--- src/rtl/decode_buffer_pkg.sv ---
// rtl/decode_buffer_pkg.sv - fetch entry type, zero constant and next-pc helper
// Exports:
//   fetch_entry_type  one queued fetch result (pc, instr, exception, ecause, etval)
//   init_fetch_entry  all-zero entry, driven to decode whenever the queue is empty
//   next_pc()         pc + 4 for 32-bit encodings, pc + 2 for compressed ones
package decode_buffer_pkg;

  typedef struct packed {
    logic [31:0] pc;
    logic [31:0] instr;
    logic        exception;
    logic [3:0]  ecause;
    logic [31:0] etval;
  } fetch_entry_type;

  localparam fetch_entry_type init_fetch_entry = '0;

  // Only the two length bits of the instruction matter; the add wraps mod 2^32.
  function automatic logic [31:0] next_pc(input logic [31:0] pc, input logic [1:0] ilen);
    return (ilen == 2'b11) ? pc + 32'd4 : pc + 32'd2;
  endfunction

endpackage

--- src/rtl/decode_buffer_if.sv ---
// rtl/decode_buffer_if.sv - fetch-to-decode queue signal bundle
// Signals:
//   in_*        fetch side entry with in_valid/in_ready handshake
//   clear,stall pipeline flush and decode/execute stall
//   out_*       head entry and its next pc, gated to zero when out_valid=0
//   count,afull occupancy and throttling hint
// Modports: slave = the queue, master = the fetch/decode environment.
interface decode_buffer_if #(
  parameter int DEPTH = 4
);

  logic                     in_valid;
  logic                     in_ready;
  logic [31:0]              in_pc;
  logic [31:0]              in_instr;
  logic                     in_exception;
  logic [3:0]               in_ecause;
  logic [31:0]              in_etval;
  logic                     clear;
  logic                     stall;
  logic                     out_valid;
  logic [31:0]              out_pc;
  logic [31:0]              out_npc;
  logic [31:0]              out_instr;
  logic                     out_exception;
  logic [3:0]               out_ecause;
  logic [31:0]              out_etval;
  logic [$clog2(DEPTH):0]   count;
  logic                     afull;

  modport slave (
    input  in_valid, in_pc, in_instr, in_exception, in_ecause, in_etval, clear, stall,
    output in_ready, out_valid, out_pc, out_npc, out_instr, out_exception, out_ecause,
           out_etval, count, afull
  );

  modport master (
    output in_valid, in_pc, in_instr, in_exception, in_ecause, in_etval, clear, stall,
    input  in_ready, out_valid, out_pc, out_npc, out_instr, out_exception, out_ecause,
           out_etval, count, afull
  );

endinterface

--- src/rtl/decode_buffer.sv ---
// rtl/decode_buffer.sv - instruction queue between fetch and decode_stage
// Ports:
//   clk  rising-edge clock
//   rst  asynchronous active-low reset (pointers only; storage is not reset)
//   bus  decode_buffer_if.slave: fetch entry in, head entry + npc out,
//        clear/stall controls, count/afull status
// Parameters: DEPTH entries (power of two, >= 2), AFULL threshold for afull.
module decode_buffer
  import decode_buffer_pkg::*;
#(
  parameter int DEPTH = 4,
  parameter int AFULL = DEPTH - 1
) (
  input  logic             clk,
  input  logic             rst,
  decode_buffer_if.slave   bus
);

  localparam int AW = $clog2(DEPTH);
  localparam logic [AW:0] AFULL_LVL = AFULL[AW:0];

  // MSB of each pointer is the wrap bit; it tells full from empty when the
  // index bits match.
  logic [AW:0]     wr_ptr;
  logic [AW:0]     rd_ptr;
  logic [AW:0]     occ;
  logic            empty;
  logic            full;
  logic            push;
  logic            pop;
  fetch_entry_type buffer [DEPTH];
  fetch_entry_type wr_entry;
  fetch_entry_type head;
  fetch_entry_type out_entry;

  assign empty = (wr_ptr == rd_ptr);
  assign full  = (wr_ptr[AW-1:0] == rd_ptr[AW-1:0]) && (wr_ptr[AW] != rd_ptr[AW]);
  assign occ   = wr_ptr - rd_ptr;

  // clear suppresses both transfers so nothing is half-committed on a flush.
  assign push = bus.in_valid & ~full & ~bus.clear;
  assign pop  = ~empty & ~bus.stall & ~bus.clear;

  always_ff @(posedge clk or negedge rst) begin
    if (!rst) begin
      wr_ptr <= '0;
      rd_ptr <= '0;
    end else if (bus.clear) begin
      wr_ptr <= '0;
      rd_ptr <= '0;
    end else begin
      if (push) wr_ptr <= wr_ptr + 1'b1;
      if (pop)  rd_ptr <= rd_ptr + 1'b1;
    end
  end

  assign wr_entry = '{pc:        bus.in_pc,
                      instr:     bus.in_instr,
                      exception: bus.in_exception,
                      ecause:    bus.in_ecause,
                      etval:     bus.in_etval};

  // Storage carries no reset; the pointers alone decide what is visible.
  always_ff @(posedge clk) begin
    if (push) buffer[wr_ptr[AW-1:0]] <= wr_entry;
  end

  assign head = buffer[rd_ptr[AW-1:0]];

  // Stale or flushed slots must never leak to decode, so gate to zero.
  always_comb begin
    out_entry = init_fetch_entry;
    if (!empty) out_entry = head;
  end

  assign bus.in_ready      = ~full;
  assign bus.out_valid     = ~empty;
  assign bus.out_pc        = out_entry.pc;
  assign bus.out_instr     = out_entry.instr;
  assign bus.out_exception = out_entry.exception;
  assign bus.out_ecause    = out_entry.ecause;
  assign bus.out_etval     = out_entry.etval;
  assign bus.out_npc       = empty ? 32'd0 : next_pc(head.pc, head.instr[1:0]);
  assign bus.count         = occ;
  assign bus.afull         = (occ >= AFULL_LVL);

endmodule

--- src/flat_wrapper.sv ---
// flat-port wrapper written by rule: the top's interface ports become plain ports
module decode_buffer_flat import decode_buffer_pkg::*;
#(
  parameter int DEPTH = 4,
  parameter int AFULL = DEPTH - 1
)
  (clk, rst, bus_in_valid, bus_in_pc, bus_in_instr, bus_in_exception, bus_in_ecause, bus_in_etval, bus_clear, bus_stall, bus_in_ready, bus_out_valid, bus_out_pc, bus_out_npc, bus_out_instr, bus_out_exception, bus_out_ecause, bus_out_etval, bus_count, bus_afull);
  decode_buffer_if #(.DEPTH(DEPTH)) bus_i ();
  input  logic clk;
  input  logic rst;
  input wire logic [$bits(bus_i.in_valid)-1:0] bus_in_valid;
  input wire logic [$bits(bus_i.in_pc)-1:0] bus_in_pc;
  input wire logic [$bits(bus_i.in_instr)-1:0] bus_in_instr;
  input wire logic [$bits(bus_i.in_exception)-1:0] bus_in_exception;
  input wire logic [$bits(bus_i.in_ecause)-1:0] bus_in_ecause;
  input wire logic [$bits(bus_i.in_etval)-1:0] bus_in_etval;
  input wire logic [$bits(bus_i.clear)-1:0] bus_clear;
  input wire logic [$bits(bus_i.stall)-1:0] bus_stall;
  output wire logic [$bits(bus_i.in_ready)-1:0] bus_in_ready;
  output wire logic [$bits(bus_i.out_valid)-1:0] bus_out_valid;
  output wire logic [$bits(bus_i.out_pc)-1:0] bus_out_pc;
  output wire logic [$bits(bus_i.out_npc)-1:0] bus_out_npc;
  output wire logic [$bits(bus_i.out_instr)-1:0] bus_out_instr;
  output wire logic [$bits(bus_i.out_exception)-1:0] bus_out_exception;
  output wire logic [$bits(bus_i.out_ecause)-1:0] bus_out_ecause;
  output wire logic [$bits(bus_i.out_etval)-1:0] bus_out_etval;
  output wire logic [$bits(bus_i.count)-1:0] bus_count;
  output wire logic [$bits(bus_i.afull)-1:0] bus_afull;
  assign bus_i.in_valid = bus_in_valid;
  assign bus_i.in_pc = bus_in_pc;
  assign bus_i.in_instr = bus_in_instr;
  assign bus_i.in_exception = bus_in_exception;
  assign bus_i.in_ecause = bus_in_ecause;
  assign bus_i.in_etval = bus_in_etval;
  assign bus_i.clear = bus_clear;
  assign bus_i.stall = bus_stall;
  assign bus_in_ready = bus_i.in_ready;
  assign bus_out_valid = bus_i.out_valid;
  assign bus_out_pc = bus_i.out_pc;
  assign bus_out_npc = bus_i.out_npc;
  assign bus_out_instr = bus_i.out_instr;
  assign bus_out_exception = bus_i.out_exception;
  assign bus_out_ecause = bus_i.out_ecause;
  assign bus_out_etval = bus_i.out_etval;
  assign bus_count = bus_i.count;
  assign bus_afull = bus_i.afull;
  decode_buffer #(.DEPTH(DEPTH), .AFULL(AFULL)) u_core (.clk(clk), .rst(rst), .bus(bus_i));
endmodule
--- config.mk ---
export PLATFORM = sky130hd
export DESIGN_NAME = decode_buffer_flat
export DESIGN_NICKNAME = d
export VERILOG_FILES = /design/src/rtl/decode_buffer_pkg.sv /design/src/rtl/decode_buffer_if.sv /design/src/rtl/decode_buffer.sv /design/src/flat_wrapper.sv
export SDC_FILE = /design/constraint.sdc
export NUM_CORES = 1
export LEC_CHECK = 0
export BUFFER_PORTS_ARGS = -buffer_cell sky130_fd_sc_hd__buf_4
export CAP_MARGIN = 10
export CORE_MARGIN = 3
export CORE_UTILIZATION = 30
export DETAILED_ROUTE_END_ITERATION = 7
export PLACE_DENSITY_LB_ADDON = 0.3
export SETUP_SLACK_MARGIN = 0.4
export SKIP_CTS_REPAIR_TIMING = 1
export SLEW_MARGIN = 40
export SYNTH_ARGS = -nofsm -noshare
export SYNTH_HDL_FRONTEND = slang
export SYNTH_SLANG_ARGS = --single-unit
--- constraint.sdc ---
create_clock -name clk -period 5.25 [get_ports clk]
set_input_delay 0.7875 -clock clk [delete_from_list [all_inputs] [get_ports clk]]
set_output_delay 0.7875 -clock clk [all_outputs]
set_load 0.05 [all_outputs]
==> results.toml, run 1 <==
[outcome]
run_status = "finished clean"

[yosys]
postSynth.asyncResetShare_pct = 1.46
netlist-cell-type-count = 41
synth.net_count = 942
syn_avg_cell_area_um2 = 20.1
synth_flop_type = "edfxtp_1"
yosysWarnings = 0
post_synth_inst_count = 825
synth_top_area_cell = "edfxtp_1"
synth_edf_count = 404
syn_area_um2 = 16500
synth_sequential_area_ratio_pct = 74.2
synth_top_cells_by_area = "edfxtp_1 73%, mux4_2 12%, and2_1 3.8%"
yosys.area.top_type_share_pct = 73.3
postSynthRegisterBits = 410

[pwr]
ir_worst_vdd_uv = 264
p_leak_nw = 7.08
post-layout-total-power_w = 0.0103
power-per-cell-area_nw_per_um2 = 495

[floorplanning]
core.rowCount = 85
ios = 245
chipHeight_um = 241
floorplan.initialDensity_pct = 30.5
chipWidth_um = 241
fp.dieArea_um2 = 58000
core_footprint_um2 = 54200

[grt]
largest_net_degree_at_the_start_of_global_routing = 102
vias_in_the_first_global_route = 8971
grt.total_usage_pct = 12.9
antenna_found_initial = 2
grt_first_pass_wirelength_um = 56300
globalRouteOverflowTotal = 0

[cts]
clock_tree_sinks = 410
clkSlewWorstSetupHoldPaths_ns = 0.06
htree_num_levels = 2
cts-buffers-inserted = 46
root_buffer = "clkbuf_16"
cts_max_path_buffers = 3
clk_latency_ns = 0.57
cts_tree = "built"

[worst_setup_path]
critPathTopFamily = "simple AND/OR/NAND/NOR gates"
path_cells = "buf_4 > mux4_2 > nand4_1 > nor2_1 > nand3_2 > or3_1 > a21oi_1 > buf_4"
critPathLaunchType = "flop"
data_required_critical_path_ns = 4.46
critPathSlowestCell = "dfrtp_4"
worst-endpoint-arrival_ns = 3.67
crit_path_end_kind = "output pin"
timing_worst_setup_path_type = "flop to output pin"
r2r_slack_ns = 1.92
cp_common_cell = "buf_4"
cp_max_fo = 25
crit_buf_inv = 2
critical-path-max-stage-delay_ns = 0.72

[place]
place.detailed.instances = 1744
post_dp_cell_area_um2 = 19300
dpl.hpwl_um = 23200
finalWeightedCongestion = 0.799
io_buffers = 244

[sta]
post-route-min-period_ns = 4.46
finalHoldViolations = 0
max_slew.worst_pin.slew_ns = 0.777
fmax_mhz = 224
setup_viol = 0
relSlewSlack_pct = 48.1
grt_setup_unrepaired = "no"
timing.setup.tns_ns = 0
slew_viol_final = 0
final.setup_skew_ns = 0.0142
layout_worst_path_cycle_share_pct = 84.9

[finish]
layout-drive-gt1-share_pct = 38.6
area_growth_syn_to_layout_pct = 25.5
finalNonFillerCells = 1828
final_core_util_pct = 38.3
final_stage_net_count = 1213
design_area_um2 = 20800
fillCellCount = 5005

[detailed_routing]
finalWirelength_um = 38000
first_iter_violations = 493
vias_per_cell = 4.69
route.vias.total = 8577
antenna_violation_net_count_after_detailed_routing = 0
post_drt_wl_per_cell_um = 20.8
drt_first_pass_iters = 7
drc_errors = 0

[hold_path]
worst_hold_path_type = "input port to async pin"

[flow_run]
cap_violations = 0
## power breakdown
group	leakage (nW)	switching [W]	internal, W	total [W]
sequential	3.75	0.0000540	0.00370	0.00375
clock	0.733	0.00127	0.00189	0.00316
combinational	2.60	0.00227	0.00110	0.00337
## final cells by class
| cell class | count | area [um^2] | share of cell area (%) |
|---|---|---|---|
| clock inverter | 31 | 308 | 1.48 |
| multi-input combinational | 368 | 4040 | 19.5 |
| antenna | 1 | 2.50 | 0.0121 |
| inverter | 9 | 33.8 | 0.163 |
| clock buffer | 52 | 1190 | 5.75 |
| timing repair buffer | 261 | 2030 | 9.76 |
| sequential | 410 | 12300 | 59.2 |
| tap | 696 | 871 | 4.19 |
## per-stage QoR
stage          worst slack, ns  hold WS, ns
2_1_floorplan             1.00        0.492
3_3_place_gp              1.39        0.556
3_5_place_dp              1.32        0.558
4_1_cts                  0.697     -0.00786
5_1_grt                  0.441     0.000304
6_report                 0.792       0.0345
## worst register-to-register path, delay by kind of cell (launching register included)
kind	cells	cell delay [ns]
simple gates	4	1.04
buf+inv	2	0.83
fa+ha+maj	1	0.35
flops	1	0.72
## flip-flops by register name (all words and copies together), names as in the netlist
register,cells
u_core.wr_ptr,3
u_core.buffer,404
u_core.rd_ptr,3
## layer usage
metal,part of all wire [%],track usage [%]
met1,44,17.9
met3,7.4,3.39
met4,1.6,3.35
met2,47,20.5
met5,0.061,0
## synth_stat cells (10+ instances only)
| cell type | count |
|---|---|
| nor2_1 | 42 |
| nand2_1 | 15 |
| edfxtp_1 | 404 |
| mux4_2 | 91 |
| ha_1 | 10 |
| buf_2 | 11 |
| xor2_1 | 23 |
| nand3_1 | 13 |
| clkbuf_1 | 21 |
| and2_1 | 101 |
## cell families (layout without fill, tap and decap cells)
logic type,Yosys count,count (layout),synth area share (%)
other,0,1,0
XOR/XNOR,32,32,1.69
flip-flops,410,410,74.2
multiplexers,103,103,14.1
adder cells (fa/ha/maj),11,11,0.877
AO/OA/AOI/OAI,15,15,0.499
buffers and inverters,47,353,1.42
AND/OR/NAND/NOR,207,207,7.20
## cells in the final DEF (no fill, tap or decap), types with 2 or more instances in the layout
cell        Yosys  final
clkinv_1        0     11
and2_4          0      4
clkinv_8        0      2
inv_1           9      8
clkbuf_1       21      5
nand4b_1        6      6
a21oi_1         6      6
and2_1        101     97
bufinv_16       0      5
mux4_1          9      9
nand3_1        13     13
mux2i_1         2      2
mux4_2         91     91
o21ai_0         5      5
and3_1          4      4
nor2b_1         3      3
clkinv_2        0      8
buf_4           1    255
a31oi_1         2      2
buf_12          0      5
ha_1           10     10
dfrtp_1         6      4
dfrtp_4         0      2
nand2_1        15     15
xor2_1         23     23
nand3_2         4      4
clkinvlp_4      0      2
or3_1           3      3
xnor2_1         9      9
edfxtp_1      404    404
nand4_1         6      6
nor2_1         42     42
clkbuf_16       0     47
## worst paths after layout
path,start,to,cells past startpoint
hold reg to reg,u_core.wr_ptr[2]$_DFFE_PN0P_,u_core.wr_ptr[2]$_DFFE_PN0P_,2
hold / removal,rst,u_core.wr_ptr[1]$_DFFE_PN0P_,1
min in group clk,bus_in_etval[29],u_core.buffer[2][29]$_DFFE_PP_,1
max in group asynchronous,rst,u_core.rd_ptr[1]$_DFFE_PN0P_,1
setup / recovery,u_core.rd_ptr[0]$_DFFE_PN0P_,bus_out_npc[27],8
setup reg to reg,u_core.rd_ptr[0]$_DFFE_PN0P_,u_core.buffer[0][90]$_DFFE_PP_,7
Note: power is estimated with default switching activity, not from simulation.
==> run 2, diff against run 1 <==
Clock period 5.25 ns to 4.5 ns, I/O delays scaled along.
==> run 2 against run 1 <==
Via count barely moved. Die area is the same. Sequential cell count did not move. Register-to-register slack got worse by 0.41 ns. Clock skew up 0.0023 ns. Total power rose by 15%. Wire length is 0.61% higher. Final cell count increased by 1.1%. Sequential share of layout area down 0.38 points. Utilization grew 0.24 points. Combinational power up 21%. First-iteration DRC count down 19%. Critical path type unchanged. Critical endpoint is now bus_out_npc[15]. Highest routed layer unchanged.
==> results.toml, run 2 (same netlist as run 1, synthesis figures left out) <==
[detailed_routing]
first_iter_violations = 397
post_drt_wl_per_cell_um = 20.7
route.vias.total = 8579
finalWirelength_um = 38200
antenna_violation_net_count_after_detailed_routing = 0
drt_first_pass_iters = 4
vias_per_cell = 4.64
drc_errors = 0

[floorplanning]
floorplan.initialDensity_pct = 30.5
chipWidth_um = 241
ios = 245
chipHeight_um = 241
core_footprint_um2 = 54200
core.rowCount = 85
fp.dieArea_um2 = 58000

[finish]
layout-drive-gt1-share_pct = 40.2
antenna_cells_inserted = 0
area_growth_syn_to_layout_pct = 26.3
mostFrequentLayoutCells = "404 x edfxtp_1, 272 x buf_4, 98 x mux4_2, 97 x and2_1, 46 x clkbuf_16"
layout_commonest_cell = "edfxtp_1"
final_stage_net_count = 1238
largest_register_ffs = 404
final_core_util_pct = 38.5

[sta]
grt_setup_unrepaired = "yes"
final.setup_skew_ns = 0.0165
finalHoldViolations = 0
post-route-worst-setup-slack_ns = 0.508
setup_viol = 0
relSlewSlack_pct = 58.3
max_slew.worst_pin.slew_ns = 0.625
slew_viol_final = 0
fmax_mhz = 250
layout_worst_path_cycle_share_pct = 88.7
post-route-min-period_ns = 3.99

[grt]
grt.total_usage_pct = 12.9
vias_in_the_first_global_route = 9107
grt_first_pass_wirelength_um = 56200
globalRouteOverflowTotal = 0
antenna_found_initial = 3
largest_net_degree_at_the_start_of_global_routing = 61

[hold_path]
worst_hold_path_type = "input port to flop"

[flow_run]
cap_violations = 0

[pwr]
power-per-cell-area_nw_per_um2 = 566
p_leak_nw = 7.14
ir_worst_vdd_uv = 352

[worst_setup_path]
worst-endpoint-arrival_ns = 3.32
critPathLaunchType = "flop"
crit_path_end_kind = "output pin"
timing_worst_setup_path_type = "flop to output pin"
cp_max_fo = 13
data_required_critical_path_ns = 3.83

[cts]
root_buffer = "clkbuf_16"
cts_tree = "built"
clock_tree_sinks = 410
clk_latency_ns = 0.56
htree_num_levels = 2
cts_max_path_buffers = 3
cts-buffers-inserted = 45
clkSlewWorstSetupHoldPaths_ns = 0.06

[place]
finalWeightedCongestion = 0.821
dpl.hpwl_um = 23300
io_buffers = 244
post_place_setup_slack_ns = 0.532

[outcome]
run_status = "finished clean"
[run 2: cell types whose count changed in the layout (fill, tap and decap cells not counted), moves of 4 or more]
cell	before	now
buf_12	5	9
buf_4	255	272
clkbuf_1	5	9
clkinv_2	8	4
mux4_1	9	2
mux4_2	91	98
[run 2: layout make-up]
type | instances | area [um^2]
clock buffers | 54 | 1160
clock inverters | 25 | 179
fillers | 5002 | 33300
inverters | 9 | 33.8
multi-input cells | 368 | 4050
flip-flops and latches | 410 | 12300
well taps | 696 | 871
repair buffers | 287 | 2320
[run 2: critical path, cell delays in order, from the launching register on]
cell and delay [ns]:
dfrtp_4 0.54, buf_4 0.16, mux4_2 0.58, nand2_4 0.17, mux2i_4 0.33, buf_4 0.18
nand3_1 0.12, or4_1 0.41, nand2_1 0.08, buf_4 0.19
[run 2: through the flow]
step                      instances  power [W]  area (um^2)  setup TNS, ns  hold slack, ns
after floorplan                 825    0.00724        16600              0           0.379
after global placement         1748    0.00847        19300              0           0.489
after detailed placement       1748    0.00848        19300              0           0.488
after CTS                      1827     0.0119        20700         -0.202          -0.127
after global routing           1849     0.0124        20900              0           0.269
final                          1849     0.0118        20900              0           0.313
[run 2: routing by layer]
layer / up-vias / track usage, % / share of wire, %
met4: 6 / 3.26 / 1.8
met1: 4414 / 16.7 / 43
li1: 3871 / - / -
met2: 231 / 20.6 / 47
met5: - / 0 / 0.12
met3: 57 / 4.83 / 8.5
[run 2: final timing paths]
kind / from / endpoint / slack, ns / cells past startpoint
worst min-delay path: bus_in_etval[9] / u_core.buffer[1][9]$_DFFE_PP_ / 0.31 / 1
max in group asynchronous: rst / u_core.rd_ptr[1]$_DFFE_PN0P_ / 3.89 / 2
worst max register to register: u_core.rd_ptr[0]$_DFFE_PN0P_ / u_core.buffer[2][36]$_DFFE_PP_ / 1.51 / 7
worst max-delay path: u_core.rd_ptr[0]$_DFFE_PN0P_ / bus_out_npc[15] / 0.51 / 9
min in group asynchronous: rst / u_core.rd_ptr[0]$_DFFE_PN0P_ / 0.48 / 2
worst min register to register: u_core.rd_ptr[2]$_DFFE_PN0P_ / u_core.rd_ptr[2]$_DFFE_PN0P_ / 0.56 / 2
[run 2: where the power goes]
part / total, W / internal [W] / leakage [nW] / switching (W)
Clock: 0.00338 / 0.00195 / 0.647 / 0.00143
Sequential: 0.00436 / 0.00432 / 3.75 / 0.0000395
Combinational: 0.00409 / 0.00138 / 2.75 / 0.00271
==> run 3, diff against run 2 <==
Settings changed: CORE_ASPECT_RATIO set to 1.25.
==> run 3 against run 2 <==
Final cell count up 1.1%. Sequential share of layout area up 0.13 points. Register-to-register slack worse by 0.03 ns. Design area down 0.22%. Wire length up 3.5%. First-iteration DRC count up 18%. Hold slack worse by 0.0024 ns. Clock power about the same.
==> results.toml, run 3 (same netlist as run 1, synthesis figures left out) <==
[outcome]
run_status = "finished clean"

[pwr]
switching_share_pct = 35.5
seq_power_share_pct = 36.8
p_sw_w = 0.00421
p_leak_nw = 7.09
ir_worst_vdd_uv = 350
power-per-cell-area_nw_per_um2 = 568
power_frac_comb_pct = 34.4
power_report.internal_total_w = 0.00763
clk_network_pwr_share_pct = 28.8

[cts]
root_buffer = "clkbuf_16"
cts_tree = "built"
cts-buffers-inserted = 43
clock_tree_sinks = 410
clk_latency_ns = 0.56
cts_max_path_buffers = 3
htree_num_levels = 2
clkSlewWorstSetupHoldPaths_ns = 0.06

[sta]
relSlewSlack_pct = 54.0
finalHoldViolations = 0
fmax_mhz = 252
final.setup_skew_ns = 0.0220
fin_hold_ws_ns = 0.310
setup_viol = 0
layout_worst_path_cycle_share_pct = 88.3
post-route-min-period_ns = 3.97
timing.setup.tns_ns = 0
max_slew.worst_pin.slew_ns = 0.690
post-route-worst-setup-slack_ns = 0.527
grt_setup_unrepaired = "yes"
slew_viol_final = 0

[worst_setup_path]
path_cells = "buf_6 > mux4_2 > nand3_2 > nor4_4 > nand3_2 > or3_1 > a21oi_1 > buf_4"
critPathTopFamily = "simple AND/OR/NAND/NOR gates"
worst-endpoint-arrival_ns = 3.30
crit_buf_inv = 2
critPathSlowestCell = "dfrtp_4"
worstSetupEndpoint = "bus_out_npc[31]"
crit_path_end_kind = "output pin"
worstSetupStartpoint = "u_core.rd_ptr[0]$_DFFE_PN0P_"
reg2reg_depth = 8
r2r_slack_ns = 1.48
crit-reg2reg-launch = "u_core.rd_ptr[1]$_DFFE_PN0P_"
timing.rr.end = "u_core.buffer[1][61]$_DFFE_PP_"
critPathLaunchType = "flop"
cp_common_cell = "nand3_2"
cp_max_fo = 8
data_required_critical_path_ns = 3.83
critical-path-max-stage-delay_ns = 0.57
timing_worst_setup_path_type = "flop to output pin"
timing.critical_path.depth = 8

[finish]
design_area_um2 = 20900
mostFrequentLayoutCells = "404 x edfxtp_1, 260 x buf_4, 97 x and2_1, 97 x mux4_2, 44 x clkbuf_16"
layout_commonest_cell = "edfxtp_1"
final_stage_net_count = 1225
finalNonFillerCells = 1870
area_growth_syn_to_layout_pct = 26.0
layout-drive-gt1-share_pct = 39.7
largest_register_ffs = 404

[detailed_routing]
route.vias.total = 8631
finalWirelength_um = 39500
drc_errors = 0
vias_per_cell = 4.62
antenna_violation_net_count_after_detailed_routing = 0
post_drt_wl_per_cell_um = 21.1
drt_first_pass_iters = 5
first_iter_violations = 469

[grt]
globalRouteOverflowTotal = 0
grt.total_usage_pct = 13.4
vias_in_the_first_global_route = 9274
largest_net_degree_at_the_start_of_global_routing = 62
grt_first_pass_wirelength_um = 58600
antenna_found_initial = 2

[hold_path]
worst_hold_path_type = "input port to flop"
worst_hold_path.num_cells = 1

[place]
post_place_setup_slack_ns = 0.698
dpl.hpwl_um = 24400
io_buffers = 244
place.detailed.instances = 1779
post_dp_cell_area_um2 = 19400
finalWeightedCongestion = 0.817

[floorplanning]
core.rowCount = 95
core_footprint_um2 = 54200
chipWidth_um = 216
ios = 245
floorplan.initialDensity_pct = 30.5
chipHeight_um = 269
fp.dieArea_um2 = 58000

[flow_run]
cap_violations = 0
## run 3: changes by cell type in the layout (fill, tap and decap cells not counted), sizes merged
cell / delta
clkinv: -1
bufinv: +1
diode: +3
buf: -10
clkbuf: -2
inv: -1
## run 3: metal layers
layer	up-vias	share of wire (%)	wire length, um	GRT usage (%)
li1	3850	-	-	-
met1	4489	42	16400	16.6
met2	237	50	19600	22.9
met3	55	6.7	2640	4.05
met4	0	2.2	865	3.91
met5	-	0	0	0
## run 3: cell type report
class / instances / area (um^2)
Antenna cell: 3 / 7.51
Fill cell: 5081 / 33400
Inverter: 9 / 33.8
Timing Repair Buffer: 276 / 2230
Clock inverter: 24 / 213
Sequential cell: 410 / 12300
Multi-Input combinational cell: 368 / 4030
Clock buffer: 53 / 1130
Tap cell: 727 / 910
## run 3: how the worst min path moves through the flow
stage                                           endpoint              from  slack, ns
final                     u_core.buffer[1][59]$_DFFE_PP_  bus_in_instr[22]       0.31
after global routing      u_core.buffer[0][60]$_DFFE_PP_  bus_in_instr[23]       0.28
after CTS                   u_core.wr_ptr[2]$_DFFE_PN0P_               rst      -0.12
after detailed placement    u_core.wr_ptr[2]$_DFFE_PN0P_               rst       0.49
after global placement      u_core.wr_ptr[0]$_DFFE_PN0P_               rst       0.49
after floorplan             u_core.rd_ptr[0]$_DFFE_PN0P_               rst       0.38
## run 3: power by group through the flow
| stage | combinational (W) | sequential, W | clock, W |
|---|---|---|---|
| global placement | 0.00402 | 0.00446 | 0 |
| floorplan | 0.00282 | 0.00442 | 0 |
| global route | 0.00431 | 0.00436 | 0.00369 |
| detailed placement | 0.00403 | 0.00447 | 0 |
| finish | 0.00408 | 0.00436 | 0.00341 |
| CTS | 0.00404 | 0.00439 | 0.00353 |
## run 3: worst reg2reg max path: stages, from the launching register on
cell and delay (ns):
dfrtp_4 0.56, buf_6 0.22, inv_1 0.09, ha_1 0.31
nand3_1 0.18, nand2_1 0.14, nor2_1 0.23, and2_4 0.56
buf_12 0.39
## run 3: per-stage QoR
| stage | utilization (%) | total power [W] |
|---|---|---|
| floorplan | - | 0.00724 |
| global placement | 35.7 | 0.00849 |
| detailed placement | 35.7 | 0.00850 |
| CTS | 38.2 | 0.0120 |
| global route | 38.5 | 0.0124 |
| finish | 38.5 | 0.0118 |
